File: config.mk
export PLATFORM = sky130hd
export DESIGN_NAME = loss_gradient_unit
export DESIGN_NICKNAME = d
export VERILOG_FILES = /design/src/rtl/Common.sv /design/src/rtl/FixedPoint.sv /design/src/rtl/loss_gradient_unit.sv
export SDC_FILE = /design/constraint.sdc
export NUM_CORES = 1
export LEC_CHECK = 0
export ABC_AREA = 1
export CAP_MARGIN = 25
export CORE_MARGIN = 3
export CORE_UTILIZATION = 51
export CTS_CLUSTER_DIAMETER = 120
export DETAILED_ROUTE_END_ITERATION = 16
export PLACE_DENSITY = 0.74
export SYNTH_ARGS = -nofsm -noshare
export SYNTH_HDL_FRONTEND = slang
export SYNTH_SLANG_ARGS = --single-unit
File: constraint.sdc
create_clock -name clk -period 18.1 [get_ports clk]
set_input_delay 3.62 -clock clk [delete_from_list [all_inputs] [get_ports clk]]
set_output_delay 3.62 -clock clk [all_outputs]
set_load 0.02 [all_outputs]
File: src/rtl/Common.sv
// Shared type definitions for the training datapath blocks.
package Common;

   typedef enum logic [1:0] {
      IDLE,
      CAPTURE,
      COMPUTE,
      DONE
   } state_t;

endpackage

File: src/rtl/FixedPoint.sv
// Signed fixed-point format (Q8.8) and its arithmetic helpers.
// All helpers wrap on overflow; callers needing saturation must add it themselves.
package FixedPoint;

   localparam int unsigned SFP_W    = 16;
   localparam int unsigned SFP_FRAC = 8;

   typedef logic signed [SFP_W-1:0] sfp;

   localparam sfp ONE = 16'sh0100;

   function automatic sfp sfp_add(input sfp a, input sfp b);
      return a + b;
   endfunction

   function automatic sfp sfp_sub(input sfp a, input sfp b);
      return a - b;
   endfunction

   // Full-precision product, then drop the extra fraction bits and keep the low word.
   function automatic sfp sfp_mul(input sfp a, input sfp b);
      logic signed [2*SFP_W-1:0] p;
      p = a * b;
      return p[SFP_FRAC +: SFP_W];
   endfunction

endpackage

File: src/rtl/loss_gradient_unit.sv
// Output-layer loss and gradient unit.
// Captures one sample (predictions/targets), then walks the units one per cycle computing
// g = pred - tgt, storing g as the error gradient and accumulating g*g into a running loss.
// Ports:
//   clk, rst            clock, asynchronous active-low reset
//   start               begin one sample (accepted only when idle)
//   predictions/targets per-unit inputs, registered on start
//   clear_loss          zero loss and sample_count (idle only, applied before a same-cycle start)
//   busy, done          not-idle flag, one-cycle result-valid pulse
//   error_gradient      per-unit gradient, held until overwritten
//   loss, sample_count  running sum of squared errors and saturating sample counter
module loss_gradient_unit
   import FixedPoint::*;
   import Common::*;
#(
   parameter int unsigned output_units = 2
) (
   input  logic        clk,
   input  logic        rst,
   input  logic        start,
   input  sfp          predictions    [output_units],
   input  sfp          targets        [output_units],
   input  logic        clear_loss,
   output logic        busy,
   output logic        done,
   output sfp          error_gradient [output_units],
   output sfp          loss,
   output logic [15:0] sample_count
);

   localparam int unsigned IdxW = (output_units > 1) ? $clog2(output_units) : 1;
   localparam logic [IdxW-1:0] LastIdx = IdxW'(output_units - 1);

   state_t          state_q;
   logic [IdxW-1:0] idx_q;
   sfp              pred_q [output_units];
   sfp              tgt_q  [output_units];
   sfp              grad_q [output_units];
   sfp              loss_q;
   logic [15:0]     sample_count_q;
   logic            busy_q;
   logic            done_q;

   // One subtractor and one multiplier shared across units, steered by idx_q.
   sfp g;
   sfp g_sq;

   always_comb begin
      g    = sfp_sub(pred_q[idx_q], tgt_q[idx_q]);
      g_sq = sfp_mul(g, g);
   end

   always_ff @(posedge clk or negedge rst) begin
      if (!rst) begin
         state_q        <= IDLE;
         idx_q          <= '0;
         pred_q         <= '{default: '0};
         tgt_q          <= '{default: '0};
         grad_q         <= '{default: '0};
         loss_q         <= '0;
         sample_count_q <= '0;
         busy_q         <= 1'b0;
         done_q         <= 1'b0;
      end else begin
         unique case (state_q)
            IDLE: begin
               // Clear first so a same-cycle start accumulates from zero.
               if (clear_loss) begin
                  loss_q         <= '0;
                  sample_count_q <= '0;
               end
               if (start) begin
                  pred_q  <= predictions;
                  tgt_q   <= targets;
                  busy_q  <= 1'b1;
                  state_q <= CAPTURE;
               end
            end
            CAPTURE: begin
               idx_q   <= '0;
               state_q <= COMPUTE;
            end
            COMPUTE: begin
               grad_q[idx_q] <= g;
               loss_q        <= sfp_add(loss_q, g_sq);
               idx_q         <= idx_q + 1'b1;
               if (idx_q == LastIdx) begin
                  done_q  <= 1'b1;
                  state_q <= DONE;
               end
            end
            DONE: begin
               done_q  <= 1'b0;
               busy_q  <= 1'b0;
               state_q <= IDLE;
               if (sample_count_q != 16'hFFFF) begin
                  sample_count_q <= sample_count_q + 16'd1;
               end
            end
            default: begin
               state_q <= IDLE;
            end
         endcase
      end
   end

   assign busy           = busy_q;
   assign done           = done_q;
   assign error_gradient = grad_q;
   assign loss           = loss_q;
   assign sample_count   = sample_count_q;

endmodule

==> results.md, run 1 <==
- Hold_buf cts: 0
- Drt total wl: 35.6 mm
- First-pass GRT wire length: 58.2 mm
- FF-to-FF Start: idx_q
- CTS tree: built
- Port Buffers: roughly 130
- Die Width: 170 µm
- Core area: 26200 µm²
- Starting Density: 0.521
- Clk sink count: 133
- Cell count after synthesis: 1721
- EDFF count, synth: 0
- Post-cts resize count: 0
- H-tree level count: 4
- Gpl congestion: 0.967
- Status: completed
- Share of layout cells above drive strength 1: 0.0389
- Std-Cell Rows: 59
- Critical Path RT: 18.43 ns
- Crit share post-route: 0.536
- Top FF cell, synth: dfrtp_1
- R2r worst-path depth: 48
- GRT Total Usage: 0.255
- Hold wc startpoint: error_gradient[17]
- Ys Warns: 0
- Root buffer cell: clkbuf_16
- Via/cell ratio: 5.24
- Clock buffer depth: 2
- Worst Setup End Kind: flop
- DR vias: 11500
- Drt first-iter violations: around 1000
- Syn nets: between 2000 and 2500
- Worst Hold Endpoint: error_gradient[17]
- Hold WC Path Type: reg2reg
- Worst slack, placed: 8.40 ns
- Worst-path fanout max: 36
- Worst hold margin: 0.485 ns
- Asr flop ratio synth: 1.00
- WL/cell: 16.3 µm
- Final Max Slew Viols: 0
- Final hold violation count: 0
- Top-Level Pins: roughly 130
- Post-route ant nets: 0
- Die area: 28700 µm²
- Syn Area/Cell: about 7.9 µm²
- Max-Cap Viols: 0
- Crit path arrival time: 10.04 ns
- Area grow syn2layout: 16.5%
- Fmax: 103 MHz
- Tmin final: 9.71 ns
- Vias in the first global route: approximately 12000
- R2R setup slack: 8.39 ns
- Hold depth: 2
- ANT cells: 0
- RSZ-0062 raised after global routing: false
- Number of synthesized register bits: 133
- Register area share after synthesis: 0.244
- Largest net degree at the start of global routing: 70
- Endpoints failing setup: 0
- Worst slew margin: 0.407
- Biggest cell delay along the critical path: 0.54 ns
- Die height: 170 µm
- RR Endpoint: loss[15]
- Initial antenna violation count: 0
- Clock transition at the registers of the reported paths: 0.07 ns
- Slowest-stage cell, CP: xor2_1
- # DRC: 0
- Final WS setup: ~8.4 ns
- Total negative slack: 0 ns
- Postcts setup bufs: 0
- 1st-pass router iterations: 5
- Crit start category: flop
- DP HPWL: 28.1 mm
- Yosys cell types: 48
- Num CTS Buffers: 17
- Clk_skew: 0.0165 ns
- Slew @ Worst Pin: 0.887 ns
- Post-Syn Area: 13600 µm²
- GRT Residual Overflow: 0
- Type of the worst setup path: reg2reg
- Post-layout nets: 2179
- Worst-skew pair later-pin latency: 0.44 ns
## final cells by class
cell class,instances,area (µm²)
fillers,2284,10300
multi-input cells,1188,8810
flip-flops and latches,133,3330
repair buffers,139,1380
inverters,361,1360
clock buffers,18,439
well taps,335,419
clock inverters,14,158
## cell families after synthesis
kind of cell	after synthesis	synth area share
simple gates	704	0.205
buf+inv	400	0.110
fa+ha+maj	271	0.339
compound gates	168	0.0702
flops	133	0.244
xor+xnor	30	0.0198
mux	15	0.0110
## sequential cells by signal, indices dropped and copies added (netlist names)
name            flops
error_gradient     32
pred_q             32
tgt_q              32
loss               16
sample_count       16
state_q             2
busy                1
done                1
idx_q               1
## stage by stage
step	cells	area [µm²]	util
final	2188	15900	0.606
after CTS	2188	15900	0.606
after floorplan	1721	13600	-
after detailed placement	2156	15300	0.583
after global placement	2156	15300	0.583
after global routing	2188	15900	0.606
## worst max-delay path, delay by kind of cell (launching register included)
family                   cells  cell delay (ns)
buffers and inverters       13             1.63
AO/OA/AOI/OAI                7             0.96
AND/OR/NAND/NOR             16             1.70
XOR/XNOR                     2             0.73
adder cells (fa/ha/maj)     10             4.20
flip-flops                   1             0.36
## metal layers
| metal | vias up | global-route usage | wire length (µm) |
|---|---|---|---|
| li1 | 5445 | - | - |
| met1 | 5530 | 0.340 | 15400 |
| met2 | 402 | 0.421 | 16800 |
| met3 | 89 | 0.0496 | 2230 |
| met4 | 0 | 0.0903 | 1180 |
| met5 | - | 0 | 0 |
## Yosys cell counts (all sizes together) (4+ instances only)
cell type    n  share of area
fa         165           0.24
a32o         4         0.0029
nand4        5         0.0023
xor2        19          0.013
inv        361          0.099
dfrtp      133           0.24
nor3        11         0.0044
o21ai       72          0.026
a21o         4         0.0022
a21oi       67          0.026
or2          5         0.0023
nand2      511           0.14
nor2       124          0.034
nand3       42          0.016
clkbuf      34         0.0094
ha         106          0.097
xnor2       11         0.0071
mux2i       15          0.011
buf          5         0.0016
## how the worst max path moves through the flow
| stage | startpoint | end |
|---|---|---|
| floorplan | idx_q | loss[15] |
| global placement | idx_q | loss[15] |
| detailed placement | idx_q | loss[15] |
| CTS | idx_q | loss[15] |
| global route | idx_q | loss[15] |
| finish | idx_q | loss[15] |
## placed cells by master (no fill, tap or decap), types with 3 or more instances in the layout
cell type,instances
inv_2,6
ha_1,106
o21bai_1,3
nand2_1,500
nor3_1,10
inv_6,5
a21oi_2,3
nand3_1,41
nand4_1,5
xnor2_1,11
a21o_1,4
nand2_2,10
xor2_1,18
a32o_1,4
buf_4,6
clkdlybuf4s50_1,132
o2111ai_1,3
fa_1,165
mux2i_1,15
inv_1,354
a21oi_1,63
nor2_1,122
or2_2,3
clkbuf_16,17
dfrtp_1,133
inv_8,4
o21ai_1,7
o21ai_0,65
Power of run 1 is not shown: default switching activity piles up to over one toggle a cycle in this logic, so the estimate is an artifact.
==> run 2: changes to the inputs <==
==> constraint.sdc (replaced) <==
create_clock -name clk -period 9.65 [get_ports clk]
set_input_delay 1.93 -clock clk [delete_from_list [all_inputs] [get_ports clk]]
set_output_delay 1.93 -clock clk [all_outputs]
set_load 0.02 [all_outputs]
==> results.md, run 2 (same netlist as run 1, synthesis figures left out) <==
- Most common cell after layout, fill and taps aside: nand2_1
- Max-Cap Viols: 0 (unchanged)
- Critical path's top delay family: adder cells
- Gpl congestion: 0.914 (-5.4%)
- Std-Cell Rows: 59 (unchanged)
- Area grow syn2layout: 17.8%
- Status: completed
- CP Buf/Inv Count: 7 (-6)
- Final hold violation count: 0 (unchanged)
- Via/cell ratio: 5.13 (-2.1%)
- First-pass GRT wire length: 59.5 mm (+2.1%)
- Endpoints failing setup: 0 (unchanged)
- Port Buffers: 133 (unchanged)
- GRT Residual Overflow: 0 (unchanged)
- Clk_skew: 0.0161 ns (-0.000341 ns)
- DR vias: 11300 (-1.5%)
- Vias in the first global route: 12000 (+1.8%)
- Crit path arrival time: 9.24 ns (-0.80 ns)
- Root buffer cell: clkbuf_16
- Slowest-stage cell, CP: fa_1
- Biggest cell delay along the critical path: 0.53 ns (about the same)
- Die height: 170 µm (unchanged)
- RSZ-0062 raised after global routing: false
- Slew @ Worst Pin: 0.918 ns (+0.0319 ns)
- Drt total wl: 35.6 mm (about the same)
- Starting Density: 0.521 (unchanged)
- # DRC: 0 (unchanged)
- Total negative slack: 0 ns (unchanged)
- Num CTS Buffers: 17 (unchanged)
- Clk sink count: 133 (unchanged)
- Top-Level Pins: 134 (unchanged)
- Crit path top cell by count: nand2_1
- Fmax: 112 MHz (+8.9%)
- WL/cell: 16.2 µm (-0.58%)
- Worst-path fanout max: 19 (-47%)
- DP HPWL: 28.3 mm (+0.62%)
- Worst-skew pair later-pin latency: 0.44 ns (about the same)
- Hold_buf cts: 0 (unchanged)
- CTS tree: built
- GRT Total Usage: 0.260 (+0.00524)
- Post-route ant nets: 0 (unchanged)
- Clock buffer depth: 2 (unchanged)
- R2R setup slack: 0.74 ns (-7.66 ns)
- Worst slew margin: 0.385 (-0.0213)
- Share of layout cells above drive strength 1: 0.0493 (+0.0104)
- Core area: 26200 µm² (unchanged)
- Die area: 28700 µm² (unchanged)
- Drt first-iter violations: 789 (-24%)
- Final Max Slew Viols: 0 (unchanged)
- Die Width: 170 µm (unchanged)
- Tmin final: 8.91 ns (-0.791 ns)
- H-tree level count: 4 (unchanged)
- Type of the worst setup path: reg2reg
- Worst Setup End Kind: flop
- Commonest cells after routing, fill and taps aside: nand2_1, inv_1, fa_1
- Clock transition at the registers of the reported paths: 0.07 ns (about the same)
- Crit share post-route: 0.924 (+0.388)
- Hold WC Path Type: reg2reg
- Critical Path RT: 9.97 ns (-8.46 ns)
- Initial antenna violation count: 0 (unchanged)
- Crit start category: flop
- Post-layout nets: 2193 (+0.64%)
- Largest net degree at the start of global routing: 89 (+27%)
- 1st-pass router iterations: 5 (unchanged)
- ANT cells: 0 (unchanged)
[run 2: repair_timing]
action,CTS,global route
gates resized for setup,0,9
endpoints found under the setup margin,0,3
buffers inserted,0,0
[run 2: layout make-up]
cell class / count / area, µm²
clock buffer: 17 / 425
inverter: 361 / 1360
tap: 335 / 419
clock inverter: 15 / 173
timing repair buffer: 153 / 1530
sequential: 133 / 3330
fill: 2280 / 10100
multi-input combinational: 1188 / 8830
[run 2: layer usage]
metal	share of wire	routed length (µm)	global-route usage	vias up
li1	-	-	-	5480
met1	0.43	15300	0.342	5333
met2	0.47	16900	0.440	391
met3	0.062	2220	0.0466	94
met4	0.033	1170	0.0878	0
met5	0	0	0	-
[run 2: worst register-to-register path, delay by kind of cell (launching register included)]
kind                     cells  cell delay [ns]
XOR/XNOR                     1             0.22
adder cells (fa/ha/maj)     10             4.24
flip-flops                   1             0.45
buffers and inverters        7             0.64
AND/OR/NAND/NOR             24             2.24
AO/OA/AOI/OAI                6             1.01
[run 2: path summary, 6_finish.rpt]
check                      startpoint                 end  cells past startpoint
max                             idx_q            loss[15]                     48
min                          tgt_q[5]            tgt_q[5]                      2
max reg2reg                     idx_q            loss[15]                     48
min reg2reg                  tgt_q[5]            tgt_q[5]                      2
max in group asynchronous         rst               idx_q                      2
min in group asynchronous         rst  error_gradient[25]                      1
[run 2: through the flow]
step | hold slack [ns] | area [µm²] | util | std cells | worst slack (ns)
2_1_floorplan | 0.448 | 13600 | - | 1721 | 1.05
3_3_place_gp | 0.462 | 15400 | 0.587 | 2168 | 0.639
3_5_place_dp | 0.465 | 15400 | 0.589 | 2170 | 0.456
4_1_cts | 0.483 | 16000 | 0.612 | 2202 | 0.448
5_1_grt | 0.501 | 16100 | 0.613 | 2202 | 0.0100
6_report | 0.480 | 16100 | 0.613 | 2202 | 0.735
Power of run 2 is left out for the same reason.
